File: config.mk
export PLATFORM = sky130hd
export DESIGN_NAME = c64_bus_arbiter
export DESIGN_NICKNAME = d
export VERILOG_FILES = /design/src/rtl/c64_bus_arbiter.sv
export SDC_FILE = /design/constraint.sdc
export NUM_CORES = 1
export LEC_CHECK = 0
export BUFFER_PORTS_ARGS = -buffer_cell sky130_fd_sc_hd__buf_2
export CAP_MARGIN = 20
export CORE_MARGIN = 2
export CORE_UTILIZATION = 44
export DETAILED_ROUTE_END_ITERATION = 12
export PLACE_DENSITY = 0.94
export SLEW_MARGIN = 25
export SYNTH_ARGS = -nofsm -noshare
export SYNTH_HDL_FRONTEND = slang
export SYNTH_SLANG_ARGS = --single-unit
File: constraint.sdc
create_clock -name clk -period 3.5 [get_ports clk]
set_input_delay 0.525 -clock clk [delete_from_list [all_inputs] [get_ports clk]]
set_output_delay 0.525 -clock clk [all_outputs]
set_load 0.005 [all_outputs]
File: src/rtl/c64_bus_arbiter.sv
// c64_bus_arbiter: shares the 64 KB system RAM between the 6502 core and the VIC.
// Each CPU cycle is two clk slots: a VIC slot (phase=0) and a CPU slot (phase=1).
// A level vic_req starts the BA/AEC steal: ba drops, the CPU is held on its
// next reads for BA_DELAY CPU slots (writes still complete), then aec drops and
// the VIC owns both slots until vic_req is released.
//
// Ports:
//   clk, reset          clock, asynchronous active-high reset
//   cpu_ab/do/we        CPU address, write data, write strobe
//   cpu_di              registered read data to CPU
//   cpu_ce              CPU clock enable (combinational)
//   vic_req             level burst request from VIC
//   vic_ab, vic_bank    VIC fetch address and bank; RAM address {vic_bank, vic_ab}
//   vic_di, vic_valid   registered fetch data to VIC and its update pulse
//   ba, aec             registered bus-available / address-enable
//   ram_ab/do/we/di     RAM port (address mux, write data, write enable, read data)
module c64_bus_arbiter #(
    parameter int unsigned BA_DELAY = 3,
    parameter int unsigned VIC_AW   = 14
) (
    input  logic              clk,
    input  logic              reset,
    input  logic [15:0]       cpu_ab,
    input  logic [7:0]        cpu_do,
    input  logic              cpu_we,
    output logic [7:0]        cpu_di,
    output logic              cpu_ce,
    input  logic              vic_req,
    input  logic [VIC_AW-1:0] vic_ab,
    input  logic [1:0]        vic_bank,
    output logic [7:0]        vic_di,
    output logic              vic_valid,
    output logic              ba,
    output logic              aec,
    output logic [15:0]       ram_ab,
    output logic [7:0]        ram_do,
    output logic              ram_we,
    input  logic [7:0]        ram_di
);

    localparam int unsigned AW    = 16;
    localparam int unsigned CNT_W = 3;

    typedef enum logic [1:0] {
        NORMAL  = 2'd0,
        BA_WAIT = 2'd1,
        STOLEN  = 2'd2
    } state_t;

    state_t             state, state_nxt;
    logic               phase;
    logic [CNT_W-1:0]   cnt, cnt_nxt;
    logic               ba_nxt, aec_nxt;
    logic               cpu_owns;
    logic               vic_slot;
    logic [AW-1:0]      vic_addr;

    assign vic_addr = AW'({vic_bank, vic_ab});

    // State register plus registered data/handshake outputs
    always_ff @(posedge clk or posedge reset) begin
        if (reset) begin
            phase     <= 1'b0;
            state     <= NORMAL;
            cnt       <= '0;
            ba        <= 1'b1;
            aec       <= 1'b1;
            cpu_di    <= '0;
            vic_di    <= '0;
            vic_valid <= 1'b0;
        end else begin
            phase     <= ~phase;
            state     <= state_nxt;
            cnt       <= cnt_nxt;
            ba        <= ba_nxt;
            aec       <= aec_nxt;
            vic_valid <= vic_slot;
            if (vic_slot) begin
                vic_di <= ram_di;
            end
            if (cpu_owns) begin
                cpu_di <= ram_di;
            end
        end
    end

    // Next state: transitions only at VIC-slot edges; stall counter ticks on CPU slots
    always_comb begin
        state_nxt = state;
        cnt_nxt   = cnt;
        if (phase) begin
            if (state == BA_WAIT) begin
                cnt_nxt = cnt + CNT_W'(1);
            end
        end else begin
            case (state)
                NORMAL: begin
                    if (vic_req) begin
                        state_nxt = BA_WAIT;
                        cnt_nxt   = '0;
                    end
                end
                BA_WAIT: begin
                    if (!vic_req) begin
                        state_nxt = NORMAL;
                    end else if (cnt == CNT_W'(BA_DELAY)) begin
                        state_nxt = STOLEN;
                    end
                end
                STOLEN: begin
                    if (!vic_req) begin
                        state_nxt = NORMAL;
                    end
                end
                default: state_nxt = NORMAL;
            endcase
        end
        // ba low whenever a steal is pending or active; aec low only while stolen
        ba_nxt  = (state_nxt == NORMAL);
        aec_nxt = (state_nxt != STOLEN);
    end

    // Outputs: RAM mux, write enable and CPU clock enable
    always_comb begin
        // CPU gets the slot in NORMAL, and in BA_WAIT only to finish a write
        cpu_owns = phase && ((state == NORMAL) || ((state == BA_WAIT) && cpu_we));
        vic_slot = !phase || (state == STOLEN);
        cpu_ce   = cpu_owns && !reset;
        ram_we   = cpu_owns && cpu_we && !reset;
        ram_ab   = (phase && (state != STOLEN)) ? cpu_ab : vic_addr;
        ram_do   = cpu_do;
    end

endmodule

**Word-level counts from Yosys, hierarchy flattened**

Cells that the tools add are included.

- Output and inout port bits: 45
- Bits of input ports: 52
- Register bits after elaboration: 25
- Word-level logic and storage cells: 42

- Eq/ne operators: 6
- Add/sub/neg operators: 1
- Multiplexer cells: 11
- Reductions and logical operators: 15
- Bitwise logic cells: 1

Operator list:

| cell | number |
|---|---|
| 16-bit 2-to-1 mux | 1 |
| 3-bit 2-to-1 mux | 4 |
| 2-bit 2-to-1 mux | 5 |
| 1-bit logical AND | 6 |
| 2-bit one-hot mux with 3 select lines | 1 |
| 2-bit zero test | 2 |
| 2-bit != test (second input constant) | 2 |
| 2-bit nonzero test | 2 |
| 3-bit by 1-bit adder with 3-bit output (second input constant) | 1 |
| 3-bit by 2-bit equality test with 1-bit output (second input constant) | 1 |
| 3-bit AND reduction | 1 |
| 2-bit by 1-bit equality test with 1-bit output (second input constant) | 1 |
| 2-bit equality test (second input constant) | 1 |
| 1-bit zero test | 2 |
| 1-bit logical OR | 2 |
| 2-bit by 1-bit != test with 1-bit output (second input constant) | 1 |
| 1-bit inverter | 1 |

**Longest topological paths before layout**

- Depth after elaboration: 6
- Depth in mapped cells: 4
- Mapped depth without buffers: 4

**Least setup slack after synthesis**

No wires, ideal clock.

- Path type: register to output
- Start point: register state[0]
- End point: output ram_ab[0]
- Data arrival time: 1.220 ns
- Setup slack: 1.755 ns
- Cell stages (with the launch flop): 5
- Required time: 2.975 ns
- Path buffers: 1
- Cells stage by stage: dfrtp_1 > nand2b_2 > nand2_4 > buf_6 > mux2_4

- Cells in the longest elaborated chain, start to end: 3

Ends and longest elaborated chain:

| what | RTL line | source |
|---|---|---|
| from (decl) | 50 | `state_t state, state_nxt;` |
| from (signal assigned) | 73 | `state <= state_nxt;` |
| 2-bit != test | 130 | `ram_ab = (phase && (state != STOLEN)) ? cpu_ab : vic_addr;` |
| 1-bit logical AND | 130 |  |
| 16-bit 2-to-1 mux | 130 |  |
| to (decl) | 35 | `output logic [15:0] ram_ab,` |

Every way passes these cells.

**Worst setup path in the final report**

- Start point: register state[0]
- End point: output ram_ab[11]

Same word-level chain as after synthesis.

==> results.yml <==
floorplan:
  start_util_pct: 45.7
  ioPinCount: 97
  fp.dieArea_um2: 3610
  fp-row-count: 20
  die_h_um: 60.1
  dieWidth_um: 60.1
  core-area_um2: 3030
placement:
  place_inst: 216
  port_buffers: 80
  detailedPlace.worstSlack_ns: 1.47
  gp_congestion: 0.861
  dp_hpwl_um: 2320
yosys:
  synth_area_um2: 1380
  synth_top_flop_cell: "dfrtp_1"
  ys_seq_elements: 25
  synth-async-reset-ratio_pct: 100
  avgSynthCellArea_um2: 13.3
  synth_warnings: 0
  syn-num-nets: 158
  ys_seq_area_share_pct: 45.4
  synth_edf_count: 0
  synth_cell_types: 28
  synthCells: 104
critical_path:
  end_kind: "output port"
  r2r_slack_ns: 1.93
  cp.required_ns: 2.97
  reg2reg_depth: 3
  path_depth: 4
  critPathTopFamily: "simple AND/OR/NAND/NOR gates"
  cp_cell_sequence: "nand2b_2 -> nand2_4 -> mux2_4 -> buf_2"
  r2r-start: "state[0]"
  critPathSlowestCell: "dfrtp_1"
  cp_slowest_stage_delay_ns: 0.49
  critical_path_class: "reg -> out"
  arrival_ns: 1.86
  crit_fanout: 25
  cp-start-kind: "flop"
  crit_buf_inv: 1
  worstReg2RegEnd: "vic_di[3]"
global_routing:
  use_met3_pct: 2.60
  use_met1_pct: 16.6
  grt_pass1_wl_um: 4200
  grt_start_max_net_pins: 26
  first_global_vias: 997
  antenna_found_initial: 0
  gr-usage-met2_pct: 30.1
  track_usage_pct: 15.8
  grt_overflow: 0
  busiest_layer: "met2"
worst_hold_path:
  holdCritPathClass: "in -> async"
layout:
  diodes: 0
  nets: 231
  stdcell_count: 220
  drive_above_1_share_pct: 68.8
  syn2layout_area_growth_pct: 28.5
flow_run:
  max-cap-violations: 0
timing:
  tightest_slew_ns: 0.911
  setup_viol: 0
  grt_setup_unrepaired: "false"
  hold_violations: 0
  fmax_mhz: 419
  min_period_over_period_pct: 68.2
  fin_crit_ns: 2.39
  setup_slack_ns: 1.11
  finClkSkew_ns: 0.00298
  final.setup.tns_ns: 0
  max-slew-margin-rel_pct: 39.2
  slew_viol_final: 0
outcome:
  status: "complete, no violations"
detailed_routing:
  wirelength_um: 2830
  vias: 1075
  detail-route-antenna-nets: 0
  drc: 0
  first_iter_violations: 27
  wl_per_cell_um: 12.9
  dr.pass1.iters: 4
  vias_per_cell: 4.89
cts:
  cts_buffers: 3
  numClockSinks: 25
  cts.htree.levels: 1
  hold_buffers: 0
  cts_resized: 0
  clock-root-buffer: "clkbuf_4"
  cts_buffer_depth: 2
  post-cts-setup-buffer-count: 0
  tritoncts: "yes"
  insertion_delay_ns: 0.31
  clkTransAtPathRegs_ns: 0.14
power_and_ir_drop:
  p_leak_uw: 0.000902
  power_per_cell_area_nw_per_um2: 434
  ir_drop_mv: 0.198
power by group:
part | switching, uW | internal (uW) | total [uW]
combinational | 109 | 158 | 267
sequential | 33.7 | 341 | 374
clock | 85.9 | 43.5 | 129
total | 229 | 542 | 771
worst max-delay path by stage:
stage / to / slack [ns] / from
floorplan: ram_ab[0] / 1.76 / state[0]
global placement: ram_ab[3] / 1.49 / state[0]
detailed placement: ram_ab[11] / 1.47 / state[0]
CTS: ram_ab[11] / 1.11 / state[0]
global route: ram_ab[11] / 1.0 / flop
finish: ram_ab[11] / 1.11 / state[0]
placed cells by master, fill, tap and decap left out:
cell | Yosys | routed
buf_2 | 1 | 80
nand2_4 | 1 | 1
nand2b_2 | 1 | 1
clkbuf_4 | 0 | 3
nor3_1 | 4 | 4
o31ai_1 | 1 | 1
clkinvlp_4 | 0 | 1
nand2b_1 | 3 | 3
nor2_1 | 4 | 4
nand2_1 | 2 | 2
nor2b_1 | 1 | 1
inv_1 | 3 | 3
nand3b_2 | 1 | 1
a21boi_0 | 1 | 1
a21oi_1 | 1 | 1
mux2_2 | 13 | 13
o21ai_0 | 1 | 1
and3b_1 | 1 | 1
nor3b_1 | 3 | 3
o21a_1 | 1 | 1
nor4b_1 | 2 | 2
o32a_1 | 1 | 1
dfstp_2 | 2 | 2
o22ai_1 | 1 | 1
mux2_4 | 19 | 19
ha_1 | 2 | 2
dfrtp_1 | 23 | 23
cell type report:
class / instances / area (um2)
multi-input cells: 64 / 653
flip-flops and latches: 25 / 628
repair buffers: 80 / 400
fillers: 248 / 1250
clock buffers: 3 / 22.5
well taps: 44 / 55.1
clock inverters: 1 / 7.51
inverters: 3 / 11.3
flip-flops by register name (all words and copies together) (netlist names), named ones only:
register   cells
ba             1
vic_di         8
cpu_di         8
state          1
phase          1
aec            1
vic_valid      1
cnt            3
cells in the mapped netlist, types with 2 or more instances:
cell type / count / area [um2]
dfrtp_1: 23 / 576
mux2_4: 19 / 285
mux2_2: 13 / 146
buf_4: 8 / 60.1
nor2_1: 4 / 15.0
nor3_1: 4 / 20.0
inv_1: 3 / 11.3
nand2b_1: 3 / 18.8
nor3b_1: 3 / 22.5
buf_6: 2 / 22.5
dfstp_2: 2 / 52.6
ha_1: 2 / 25.0
nand2_1: 2 / 7.51
nor4b_1: 2 / 17.5
per-stage QoR:
stage / power [uW] / utilization (%) / instance area, um2 / hold slack (ns)
after global placement: 644 / 57.7 / 1750 / 0.483
after floorplan: 560 / - / 1380 / 0.504
after detailed placement: 652 / 57.7 / 1750 / 0.490
after global routing: 826 / 58.7 / 1780 / 0.433
after CTS: 779 / 58.7 / 1780 / 0.423
final: 771 / 58.7 / 1780 / 0.408
per-layer routing:
metal  wire length [um]  part of all wire (%)  vias up
li1                   -                     -      504
met1               1020                    36      505
met2               1460                    51       60
met3                309                    11        6
met4                 48                   1.7        0
met5                  0                     0        -
worst register-to-register path, stage by stage, from the launching register on:
cell      delay, ns
dfrtp_1        0.49
nand2b_2       0.24
nand2_4        0.35
mux2_2         0.39
logic make-up after synthesis:
logic type	Yosys count	share of synthesized area [%]
flops	25	45.4
simple gates	23	10.7
compound gates	7	3.53
buf+inv	15	7.41
mux	32	31.2
fa+ha+maj	2	1.81
Power figures use the tool's default switching activity.
